## config.mk

```make
export PLATFORM = sky130hd
export DESIGN_NAME = crypto_result_serializer
export DESIGN_NICKNAME = d
export VERILOG_FILES = /design/src/rtl/crypto_result_serializer.sv
export SDC_FILE = /design/constraint.sdc
export NUM_CORES = 1
export LEC_CHECK = 0
export CORE_MARGIN = 4
export CORE_UTILIZATION = 52
export DETAILED_ROUTE_END_ITERATION = 10
export GPL_ROUTABILITY_DRIVEN = 0
export PLACE_DENSITY = 0.85
export SYNTH_ARGS = -nofsm -noshare
export SYNTH_HDL_FRONTEND = slang
export SYNTH_SLANG_ARGS = --single-unit
```

## constraint.sdc

```tcl
create_clock -name crypto_clk -period 10.8 [get_ports crypto_clk]
set_input_delay 2.16 -clock crypto_clk [delete_from_list [all_inputs] [get_ports crypto_clk]]
set_output_delay 2.16 -clock crypto_clk [all_outputs]
set_load 0.03 [all_outputs]
```

## src/rtl/crypto_result_serializer.sv

```systemverilog
// Serialises a 255-bit key-exchange result into a 32-bit valid/ready/last packet, LSW first.
// Optional checksum word after the data words: define CRYPTO_SER_CHECKSUM_EN.
module crypto_result_serializer #(
  parameter int DATA_W = 255,
  parameter int WORD_W = 32
) (
  input  logic              crypto_clk,
  input  logic              crypto_reset,
  input  logic [DATA_W-1:0] ser_data_in,
  input  logic              ser_data_valid,
  output logic [WORD_W-1:0] m_tdata,
  output logic              m_tvalid,
  input  logic              m_tready,
  output logic              m_tlast,
  output logic              ser_busy,
  output logic              ser_overrun
);

  localparam int NUM_WORDS = (DATA_W + WORD_W) / WORD_W;
  localparam int SH_W      = NUM_WORDS * WORD_W;
  localparam int CNT_W     = $clog2(NUM_WORDS);
  localparam logic [CNT_W-1:0] LAST_CNT = CNT_W'(NUM_WORDS - 1);

`ifdef CRYPTO_SER_CHECKSUM_EN
  typedef enum logic [1:0] {
    IDLE = 2'd0,
    SEND = 2'd1,
    CSUM = 2'd2
  } state_t;
`else
  typedef enum logic [1:0] {
    IDLE = 2'd0,
    SEND = 2'd1
  } state_t;
`endif

  state_t            state_q, state_d;
  logic              valid_q, valid_d;
  logic [CNT_W-1:0]  cnt_q, cnt_d;
  logic [SH_W-1:0]   sh_q, sh_d;
  logic              ovr_q, ovr_d;
  logic              rise;
  logic              hs;
`ifdef CRYPTO_SER_CHECKSUM_EN
  logic [WORD_W-1:0] csum_q, csum_d;
`endif

  assign rise     = ser_data_valid && !valid_q;
  assign m_tvalid = (state_q != IDLE);
  assign hs       = m_tvalid && m_tready;
  assign ser_busy = (state_q != IDLE);
  assign ser_overrun = ovr_q;

  // Next-state: capture on a rising valid edge, shift one word per handshake.
  always_comb begin
    state_d = state_q;
    valid_d = ser_data_valid;
    cnt_d   = cnt_q;
    sh_d    = sh_q;
    ovr_d   = ovr_q | (rise && (state_q != IDLE));
`ifdef CRYPTO_SER_CHECKSUM_EN
    csum_d  = csum_q;
`endif
    unique case (state_q)
      IDLE: begin
        if (rise) begin
          sh_d    = {{(SH_W-DATA_W){1'b0}}, ser_data_in};
          cnt_d   = '0;
          state_d = SEND;
`ifdef CRYPTO_SER_CHECKSUM_EN
          csum_d  = '0;
`endif
        end
      end
      SEND: begin
        if (hs) begin
          sh_d  = {{WORD_W{1'b0}}, sh_q[SH_W-1:WORD_W]};
          cnt_d = cnt_q + CNT_W'(1);
`ifdef CRYPTO_SER_CHECKSUM_EN
          csum_d = csum_q ^ sh_q[WORD_W-1:0];
          if (cnt_q == LAST_CNT) state_d = CSUM;
`else
          if (cnt_q == LAST_CNT) state_d = IDLE;
`endif
        end
      end
`ifdef CRYPTO_SER_CHECKSUM_EN
      CSUM: begin
        if (hs) state_d = IDLE;
      end
`endif
      default: state_d = IDLE;
    endcase
  end

  // Output word and last marker derived from registered state only.
  always_comb begin
    m_tdata = '0;
    m_tlast = 1'b0;
    unique case (state_q)
      SEND: begin
        m_tdata = sh_q[WORD_W-1:0];
`ifndef CRYPTO_SER_CHECKSUM_EN
        m_tlast = (cnt_q == LAST_CNT);
`endif
      end
`ifdef CRYPTO_SER_CHECKSUM_EN
      CSUM: begin
        m_tdata = csum_q;
        m_tlast = 1'b1;
      end
`endif
      default: ;
    endcase
  end

  // State registers; reset abandons any packet in flight.
  always_ff @(posedge crypto_clk or posedge crypto_reset) begin
    if (crypto_reset) begin
      state_q <= IDLE;
      valid_q <= 1'b0;
      cnt_q   <= '0;
      sh_q    <= '0;
      ovr_q   <= 1'b0;
`ifdef CRYPTO_SER_CHECKSUM_EN
      csum_q  <= '0;
`endif
    end else begin
      state_q <= state_d;
      valid_q <= valid_d;
      cnt_q   <= cnt_d;
      sh_q    <= sh_d;
      ovr_q   <= ovr_d;
`ifdef CRYPTO_SER_CHECKSUM_EN
      csum_q  <= csum_d;
`endif
    end
  end

endmodule

```

Word-level counts from Yosys, hierarchy flattened
Cells that the tools add are included.
{"block": "classes", "add_sub_neg": 1, "eq_ne": 5, "n_mux": 12, "n_bitwise": 1, "reduce_logical": 9}
{"op": "$mux 256", "count": 2}
{"op": "$pmux 256 s2", "count": 1}
{"op": "$mux 32", "count": 1}
{"op": "$mux 2", "count": 3}
{"op": "$mux 3", "count": 2}
{"op": "$ne 2x2->1 const B", "count": 3}
{"op": "$pmux 3 s2", "count": 1}
{"op": "$reduce_and 3->1", "count": 2}
{"op": "$pmux 2 s2", "count": 1}
{"op": "$reduce_bool 2->1", "count": 2}
{"op": "$add 3x1->3 const B", "count": 1}
{"op": "$eq 3x3->1 const B", "count": 1}
{"op": "$logic_and 1x1->1", "count": 3}
{"op": "$eq 2x1->1 const B", "count": 1}
{"op": "$logic_not 2->1", "count": 1}
{"op": "$logic_not 1->1", "count": 1}
{"op": "$mux 1", "count": 1}
{"op": "$or 1x1->1", "count": 1}
{"block": "totals", "ff_bits": 263, "input_bits": 259, "wordCells": 33}

Logic depth before layout (Yosys ltp)
Gate-level depths: netlist of run 1.
{"block": "depth", "depth_word": 4, "ltp_mapped": 6, "ltp_nobuf": 4}

Worst setup path before layout of run 1
Ideal clock, no wire load.
{"block": "synth_timing", "path_kind": "register -> output", "startpoint": "register state_q[0]", "endpoint": "output m_tdata[12]", "arrival_time_ns": 1.644, "setup_slack_ns": 6.996, "path_stages_with_launch": 6, "cell_sequence": "dfrtp_1 > buf_6 > buf_2 > clkbuf_1 > clkbuf_1 > and2_1"}
{"block": "synth_via", "elab_chain_len": 2}
{"element": "from (decl)", "line_no": "37", "text": "state_t state_q, state_d;"}
{"element": "from (signal assigned)", "line_no": "129", "text": "state_q <= state_d;"}
{"element": "$eq 2x1->1", "line_no": "100", "text": "unique case (state_q)"}
{"element": "$mux 32", "line_no": "100"}
{"element": "to (decl)", "line_no": "11", "text": "output logic [WORD_W-1:0] m_tdata,"}
Every way passes these cells.

Worst setup path in the final report of run 1
{"block": "layout_timing", "startpoint": "register state_q[0]", "endpoint": "output m_tdata[24]"}
Same word-level chain as after synthesis.

==> results.py, run 1 <==
metrics = {
    "global_routing": {
        "track_usage": 0.2631,
        "first_global_vias": 11970,
        "antenna_found_initial": 6,
        "grt_overflow": 0,
        "grt_max_degree": 217,
        "grt_pass1_wl_um": 66360,
    },
    "timing": {
        "fin_tns_setup_ns": 0,
        "period_share": 0.5097,
        "timing.fmax_ghz": 0.1817,
        "finalHoldViolCount": 0,
        "skew_ns": 0.01728,
        "post-route-min-period_ns": 5.504,
        "layout_setup_ws_ns": 5.296,
        "maxSlewHeadroom": 0.1954,
        "tightest_slew_ns": 1.207,
        "drv_slew": 0,
        "setup_viol": 0,
        "rsz0062_at_grt": "false",
    },
    "floorplan": {
        "core_area_um2": 27100,
        "die_w_um": 174.5,
        "die_h_um": 174.5,
        "ios": 295,
        "die-area_um2": 30450,
        "rows": 60,
        "start_util": 0.5319,
    },
    "power_and_ir_drop": {
        "clkPwrFrac": 0.230,
        "leakage_nw": 7.275,
        "p_sw_frac": 0.3677,
        "p_per_area_nw_per_um2": 236.6,
        "switching_power_w": 0.001565,
        "p_total_w": 0.004257,
        "seq_power_share": 0.393,
        "vdd.ir_drop.worst_mv": 0.1393,
        "p_int_w": 0.002692,
        "combPwrFrac": 0.376,
    },
    "drt": {
        "viasPerCell": 6.322,
        "vias": 12650,
        "post_drt_wl_per_cell_um": 21.28,
        "final_antenna_net_count": 0,
        "dr.pass1.iters": 5,
        "drc": 0,
        "drt-total-wl_um": 42580,
        "drt_iter0_drc": 1541,
    },
    "finish": {
        "drive_gt1_frac": 0.07551,
        "antenna_cells": 0,
        "fin_nets": 1868,
        "area_delta_synth_final_pct": 24.80,
    },
    "clock_network": {
        "cts_buffer_depth": 3,
        "cts_setup_buffers": 0,
        "cts.sinks": 261,
        "cts_resized": 0,
        "htree_num_levels": 1,
        "clockRootBuffer": "clkbuf_16",
        "cts_tree": "built",
        "path_clk_slew_ns": 0.06,
        "hold_buffers": 0,
        "cts_inserted_buffers": 28,
        "insertion_delay_ns": 0.54,
    },
    "setup_path": {
        "cp_slowest_cell": "dfrtp_4",
        "critical-path-max-stage-delay_ns": 1.03,
        "crit_type": "register to output pin",
        "crit_required_ns": 8.64,
        "worst_setup_path_end_kind": "output pin",
        "crit_chain": "buf_4, and2_1, clkdlybuf4s50_1",
        "start_kind": "register",
        "cp_max_fo": 102,
        "crit_arrival_ns": 3.34,
    },
    "logic_synthesis": {
        "synth_cells": 1460,
        "ys_seq_area_frac": 0.4530,
        "syn_nets": 1721,
        "ys.flop_type": "dfrtp_1",
        "synth_xor_area_frac": 0,
        "syn_area_per_cell_um2": 9.874,
        "synth_top_family_by_area": "compound AO/OA/AOI/OAI gates",
        "synth-compound-area-share": 0.2421,
        "synth.mux.area_fraction": 0.02630,
        "yosys_warnings": 0,
        "synth_seq_cells": 261,
        "synth_edf_count": 0,
        "synth-simple-area-share": 0.1533,
        "syn_area_um2": 14420,
        "synthAdderAreaFrac": 0.001736,
        "synth.distinct_cells": 25,
        "async_flop_share": 1.000,
    },
    "placement": {
        "port_buffers": 294,
        "preCtsSetupSlack_ns": 5.884,
        "post-dp-hpwl_um": 26120,
    },
    "worst_hold_path": {
        "hold_class": "register to register",
    },
    "outcome": {
        "outcome": "completed",
    },
    "flow_run": {
        "max_cap_viol_count": 0,
    },
}
-- critical path, delay by kind of cell (launching register included) --
kind	cells	cell delay, ns
buffers and inverters	2	1.47
DFF	1	1.03
and+or+nand+nor	1	0.24
-- flip-flops by register name, summed over array words and instances (netlist names) --
name         count
state_q          1
cnt_q            3
ser_overrun      1
sh_q           255
valid_q          1
-- synth_stat cells (14+ instances only) --
cell type | number | area, µm²
clkbuf_1 | 144 | 540.5
a21boi_0 | 32 | 240.2
mux2_2 | 27 | 304.0
and2_1 | 34 | 212.7
a221oi_2 | 21 | 315.3
dfrtp_1 | 261 | 6531
buf_6 | 24 | 270.3
a21oi_1 | 223 | 1116
buf_2 | 14 | 70.07
inv_1 | 225 | 844.6
a221oi_1 | 202 | 1769
nor4b_1 | 223 | 1953
-- per-layer routing --
layer  GRT usage  share of wire
met1      0.3857           0.43
met2      0.3924           0.45
met3     0.07199          0.098
met4     0.06056          0.024
met5           0         0.0016
-- metrics by stage --
| stage | instances | hold slack [ns] | area (µm²) | utilization |
|---|---|---|---|---|
| after floorplan | 1460 | 0.4866 | 14420 | - |
| after global placement | 1949 | 0.4606 | 17040 | 0.6287 |
| after detailed placement | 1949 | 0.4579 | 17040 | 0.6287 |
| after CTS | 2001 | 0.4771 | 17990 | 0.6639 |
| after global routing | 2001 | 0.4904 | 17990 | 0.6639 |
| final | 2001 | 0.4722 | 17990 | 0.6639 |
-- kinds of logic (layout without fill, tap and decap cells) --
kind of cell | count (synthesis) | after routing
simple gates | 264 | 264
mux | 32 | 32
fa+ha+maj | 2 | 2
compound gates | 484 | 484
buf+inv | 417 | 586
flops | 261 | 261
-- power by group through the flow --
| stage | sequential (W) | clock [W] | combinational [W] |
|---|---|---|---|
| 4_1_cts | 0.00167 | 0.000990 | 0.00161 |
| 5_1_grt | 0.00172 | 0.00103 | 0.00176 |
| 3_5_place_dp | 0.00168 | 0 | 0.00160 |
| 6_report | 0.00168 | 0.000980 | 0.00160 |
| 2_1_floorplan | 0.00156 | 0 | 0.00120 |
| 3_3_place_gp | 0.00167 | 0 | 0.00155 |
-- layout make-up --
type	instances	area [µm²]
flip-flops and latches	261	6539
clock buffers	51	948.4
clock inverters	1	5.005
fillers	2110	9110
inverters	225	852.1
well taps	372	465.4
multi-input cells	782	6108
repair buffers	309	3073
-- final timing paths --
path                              startpoint          end  slack [ns]  cells past startpoint
worst min register to register   ser_overrun  ser_overrun        0.47                      1
worst max register to register    state_q[0]     sh_q[21]        6.58                      5
worst max-delay path              state_q[0]  m_tdata[24]        5.30                      3
min in group asynchronous       crypto_reset    sh_q[215]        2.18                      2
worst min-delay path             ser_overrun  ser_overrun        0.47                      1
max in group asynchronous       crypto_reset    sh_q[124]        7.11                      3
-- placed cells by master (no fill, tap or decap) --
cell type / instances
clkbuf_16: 29
dfrtp_4: 2
a31o_2: 3
and3_1: 2
ha_1: 2
or3b_4: 1
nand3b_1: 1
clkbuf_1: 8
a221oi_2: 21
buf_4: 14
mux2_2: 27
a21bo_2: 1
mux2_4: 5
nand2_1: 2
a221oi_1: 202
buf_12: 1
buf_6: 1
a21oi_1: 223
inv_8: 1
dfrtp_1: 259
o21ai_0: 1
clkinv_2: 1
clkdlybuf4s50_1: 292
a21boi_0: 32
nor4b_1: 223
clkbuf_8: 15
nor3b_1: 1
a21o_1: 1
inv_1: 224
and2_4: 1
and2_1: 33
Note: power is estimated with default switching activity, not from simulation.
==> run 2: changes to the inputs <==
CORE_UTILIZATION = 47   (was 52)
PLACE_DENSITY = 0.81   (was 0.85)
clock period = 4.9 ns   (was 10.8 ns; I/O delays follow)
==> run 2 against run 1 <==
Effect of this change: utilization fell by 5.7 points; sequential share of layout area fell by 0.37 points; largest power group unchanged; total power rose by 120%; non-clock buffer count rose by 4; sequential power rose by 120%; hold slack improved by 0.025 ns; critical endpoint is now m_tdata[9]; largest cell class unchanged.
==> results.py, run 2 (synthesis results as in run 1) <==
metrics = {
    "timing": {
        "tightest_slew_ns": 0.9836,
        "timing.fmax_ghz": 0.2626,
        "fin_tns_setup_ns": 0,
        "period_share": 0.7772,
        "finalHoldViolCount": 0,
        "skew_ns": 0.008103,
        "drv_slew": 0,
        "maxSlewHeadroom": 0.3443,
        "rsz0062_at_grt": "false",
        "setup_viol": 0,
        "post-route-min-period_ns": 3.808,
    },
    "global_routing": {
        "grt_max_degree": 181,
        "grt_pass1_wl_um": 67920,
        "antenna_found_initial": 8,
        "first_global_vias": 12110,
        "track_usage": 0.2461,
        "grt_overflow": 0,
    },
    "drt": {
        "dr.pass1.iters": 5,
        "drt_iter0_drc": 1462,
        "viasPerCell": 6.275,
        "vias": 12710,
        "final_antenna_net_count": 0,
        "post_drt_wl_per_cell_um": 21.55,
        "drc": 0,
        "drt-total-wl_um": 43650,
    },
    "placement": {
        "port_buffers": 294,
        "post-dp-hpwl_um": 26960,
        "placed_area_um2": 17200,
    },
    "finish": {
        "fill_cells": 2476,
        "top_regs": "sh_q: 255 flops, cnt_q: 3 flops",
        "fin_nets": 1873,
        "largest_reg_flops": 255,
        "area_delta_synth_final_pct": 26.06,
        "final_util": 0.6067,
        "stdcell_area_um2": 18170,
        "final_common_cell": "clkdlybuf4s50_1",
        "multi_input_area_um2": 6108,
        "regArea_um2": 6539,
        "drive_gt1_frac": 0.07900,
        "final_cell_mix": "292 x clkdlybuf4s50_1, 259 x dfrtp_1, 224 x inv_1",
        "regMostFlops": "sh_q",
    },
    "floorplan": {
        "start_util": 0.4813,
        "core_area_um2": 29950,
        "rows": 63,
        "die-area_um2": 33540,
        "die_w_um": 183.1,
        "die_h_um": 183.1,
        "ios": 295,
    },
    "clock_network": {
        "cts_buffer_depth": 3,
        "clockRootBuffer": "clkbuf_16",
        "cts_resized": 0,
        "path_clk_slew_ns": 0.06,
        "cts_setup_buffers": 0,
        "cts_inserted_buffers": 29,
        "insertion_delay_ns": 0.53,
        "cts_tree": "built",
        "hold_buffers": 0,
        "cts.sinks": 261,
        "htree_num_levels": 1,
    },
    "outcome": {
        "outcome": "completed",
    },
    "power_and_ir_drop": {
        "leakage_nw": 7.337,
        "vdd.ir_drop.worst_mv": 0.2654,
        "combPwrFrac": 0.377,
        "p_sw_frac": 0.3668,
        "clkPwrFrac": 0.230,
        "p_total_w": 0.009454,
        "switching_power_w": 0.003468,
        "p_int_w": 0.005986,
        "p_per_area_nw_per_um2": 520.2,
        "seq_power_share": 0.392,
    },
    "setup_path": {
        "crit_type": "register to output pin",
        "cp_max_fo": 91,
        "crit_arrival_ns": 2.83,
        "crit_required_ns": 3.92,
        "start_kind": "register",
        "worst_setup_path_end_kind": "output pin",
    },
    "worst_hold_path": {
        "hold_class": "register to register",
    },
    "flow_run": {
        "max_cap_viol_count": 0,
    },
}
-- run 2: cell count changes in the layout (fill, tap and decap cells not counted) --
| cell | change |
|---|---|
| buf_12 | +9 |
| buf_4 | -5 |
| clkbuf_1 | -2 |
| clkbuf_8 | -2 |
| clkinvlp_4 | +2 |
| diode_2 | +2 |
| bufinv_16 | +1 |
| clkinv_2 | +1 |
| clkinv_4 | +1 |
| inv_8 | -1 |
-- run 2: stage by stage --
stage	setup slack (ns)	hold WS [ns]	cells
after floorplan	0.4784	0.4866	1460
after global placement	1.582	0.4622	1971
after detailed placement	1.484	0.4668	1971
after CTS	1.048	0.5027	2023
after global routing	0.9202	0.5315	2023
final	1.092	0.4975	2025
-- run 2: final timing paths --
check                                  start          end  slack (ns)  cells past startpoint
worst max-delay path              state_q[0]   m_tdata[9]        1.09                      3
worst min-delay path             ser_overrun  ser_overrun        0.50                      1
worst max register to register    state_q[0]    sh_q[206]        1.41                      4
worst min register to register   ser_overrun  ser_overrun        0.50                      1
max in group asynchronous       crypto_reset     sh_q[24]        2.75                      3
min in group asynchronous       crypto_reset    sh_q[253]        0.97                      2
-- run 2: layout make-up --
class | instances | share of cell area
timing repair buffer | 313 | 0.1769
clock buffer | 47 | 0.05026
antenna | 2 | 0.0002754
sequential | 261 | 0.3598
clock inverter | 5 | 0.003098
inverter | 225 | 0.04668
tap | 390 | 0.02685
multi-input combinational | 782 | 0.3361
-- run 2: per-layer routing --
layer	wire length (µm)	GRT usage	vias to the layer above
met3	4133	0.06148	58
met1	18930	0.3680	6303
met5	65	0	-
met4	890	0.04827	12
met2	19630	0.3674	575
li1	-	-	5758
-- run 2: power by group through the flow --
stage | Clock, W | Sequential (W) | Combinational [W]
after global routing | 0.00232 | 0.00382 | 0.00392
after CTS | 0.00222 | 0.00370 | 0.00358
after global placement | 0 | 0.00369 | 0.00347
after floorplan | 0 | 0.00344 | 0.00264
after detailed placement | 0 | 0.00372 | 0.00357
final | 0.00218 | 0.00371 | 0.00357
-- run 2: worst max-delay path, cell delays in order, from the launching register on --
cell             delay, ns
dfrtp_4               1.00
buf_4                 0.42
and2_1                0.19
clkdlybuf4s50_1       0.67
==> run 3: changes to the inputs <==
CORE_UTILIZATION = 52   (was 47)
PLACE_DENSITY = 0.85   (was 0.81)
clock period = 3.7 ns   (was 4.9 ns; I/O delays follow)
==> run 3 against run 2 <==
Effect of this change: global-route usage grew 2.6 points; utilization grew 6.6 points; total power grew 35%; clock power grew 43%; hold slack lost 0.015 ns; setup slack lost 0.64 ns; final cell count shrank 0.74%; combinational power grew 34%; sequential share of layout area shrank 0.099 points; routed wire length grew 0.30%; highest routed layer unchanged.
==> results.py, run 3 (synthesis results as in run 1) <==
metrics = {
    "outcome": {
        "outcome": "completed",
    },
    "drt": {
        "drt_iter0_drc": 1768,
        "drc": 0,
        "final_antenna_net_count": 0,
        "post_drt_wl_per_cell_um": 21.78,
        "dr.pass1.iters": 5,
        "vias": 12860,
        "drt-total-wl_um": 43780,
        "viasPerCell": 6.397,
    },
    "floorplan": {
        "die_w_um": 174.5,
        "rows": 60,
        "core_area_um2": 27100,
        "start_util": 0.5319,
        "die-area_um2": 30450,
        "die_h_um": 174.5,
        "ios": 295,
    },
    "finish": {
        "area_delta_synth_final_pct": 26.41,
        "drive_gt1_frac": 0.08181,
        "fin_nets": 1877,
        "antenna_cells": 0,
        "largest_reg_flops": 255,
        "regMostFlops": "sh_q",
        "final_common_cell": "clkdlybuf4s50_1",
        "final_cell_mix": "292 x clkdlybuf4s50_1, 259 x dfrtp_1, 224 x inv_1",
        "final_util": 0.6724,
        "top_regs": "sh_q: 255 flops, cnt_q: 3 flops",
    },
    "power_and_ir_drop": {
        "p_total_w": 0.01280,
        "p_per_area_nw_per_um2": 702.5,
        "vdd.ir_drop.worst_mv": 0.3443,
        "leakage_nw": 7.375,
    },
    "clock_network": {
        "cts_setup_buffers": 0,
        "htree_num_levels": 1,
        "hold_buffers": 0,
        "insertion_delay_ns": 0.56,
        "cts_buffer_depth": 3,
        "cts_tree": "built",
        "cts.sinks": 261,
        "clockRootBuffer": "clkbuf_16",
        "path_clk_slew_ns": 0.06,
        "cts_resized": 0,
        "cts_inserted_buffers": 29,
    },
    "setup_path": {
        "cp_max_fo": 86,
        "worst_setup_path_end_kind": "output pin",
        "crit_arrival_ns": 2.50,
        "start_kind": "register",
        "crit_required_ns": 2.96,
        "crit_type": "register to output pin",
    },
    "timing": {
        "layout_setup_ws_ns": 0.4555,
        "setup_viol": 0,
        "post-route-min-period_ns": 3.245,
        "tightest_slew_ns": 1.054,
        "period_share": 0.8769,
        "finalHoldViolCount": 0,
        "drv_slew": 0,
        "rsz0062_at_grt": "false",
        "timing.fmax_ghz": 0.3082,
        "skew_ns": 0.02592,
        "maxSlewHeadroom": 0.2970,
    },
    "worst_hold_path": {
        "hold_class": "register to register",
    },
    "global_routing": {
        "grt_overflow": 0,
        "grt_max_degree": 226,
        "grt_pass1_wl_um": 68480,
        "antenna_found_initial": 11,
        "track_usage": 0.2718,
        "first_global_vias": 12410,
    },
    "placement": {
        "post-dp-hpwl_um": 26880,
        "port_buffers": 294,
        "preCtsSetupSlack_ns": 0.8589,
    },
    "flow_run": {
        "max_cap_viol_count": 0,
    },
}
[run 3: changes by cell type in the layout (fill, tap and decap cells not counted), sizes merged]
cell | before | now
buf | 20 | 24
bufinv | 1 | 6
clkbuf | 48 | 37
clkinv | 3 | 8
clkinvlp | 2 | 3
diode | 2 | 0
inv | 224 | 225
[run 3: path summary, 6_finish.rpt]
| kind | startpoint | to | slack (ns) | cells past startpoint |
|---|---|---|---|---|
| setup / recovery | state_q[0] | m_tdata[31] | 0.46 | 2 |
| hold / removal | ser_overrun | ser_overrun | 0.48 | 1 |
| setup reg to reg | state_q[0] | sh_q[17] | 0.76 | 3 |
| hold reg to reg | ser_overrun | ser_overrun | 0.48 | 1 |
| max in group asynchronous | crypto_reset | valid_q | 2.27 | 3 |
| min in group asynchronous | crypto_reset | sh_q[113] | 0.56 | 2 |
[run 3: stage by stage]
step / cells / cell area [µm²] / hold slack [ns] / setup TNS [ns]
3_3_place_gp: 1957 / 17210 / 0.4514 / 0
3_5_place_dp: 1957 / 17210 / 0.4722 / 0
6_report: 2010 / 18220 / 0.4823 / 0
4_1_cts: 2010 / 18220 / 0.4857 / 0
5_1_grt: 2010 / 18220 / 0.5019 / 0
2_1_floorplan: 1460 / 14420 / 0.4866 / -125.69
[run 3: critical path, stage by stage, from the launching register on]
cell	delay, ns
dfrtp_4	0.98
and2_1	0.24
clkdlybuf4s50_1	0.68
[run 3: final cells by class]
| type | count | area (µm²) |
|---|---|---|
| sequential | 261 | 6539 |
| tap | 372 | 465.4 |
| multi-input combinational | 782 | 6108 |
| timing repair buffer | 317 | 3246 |
| clock buffer | 36 | 762.0 |
| clock inverter | 17 | 255.2 |
| fill | 2074 | 8877 |
| inverter | 225 | 848.3 |
[run 3: where the power goes]
part           switching (W)  internal, W  total, W
logic                0.00266      0.00214   0.00480
clock network        0.00122      0.00188   0.00311
registers           0.000830      0.00406   0.00489
[run 3: per-layer routing]
| layer | GRT usage | wire length [µm] |
|---|---|---|
| met4 | 0.06776 | 1169 |
| met3 | 0.06938 | 4097 |
| met2 | 0.4115 | 20040 |
| met5 | 0 | 136 |
| met1 | 0.3940 | 18340 |
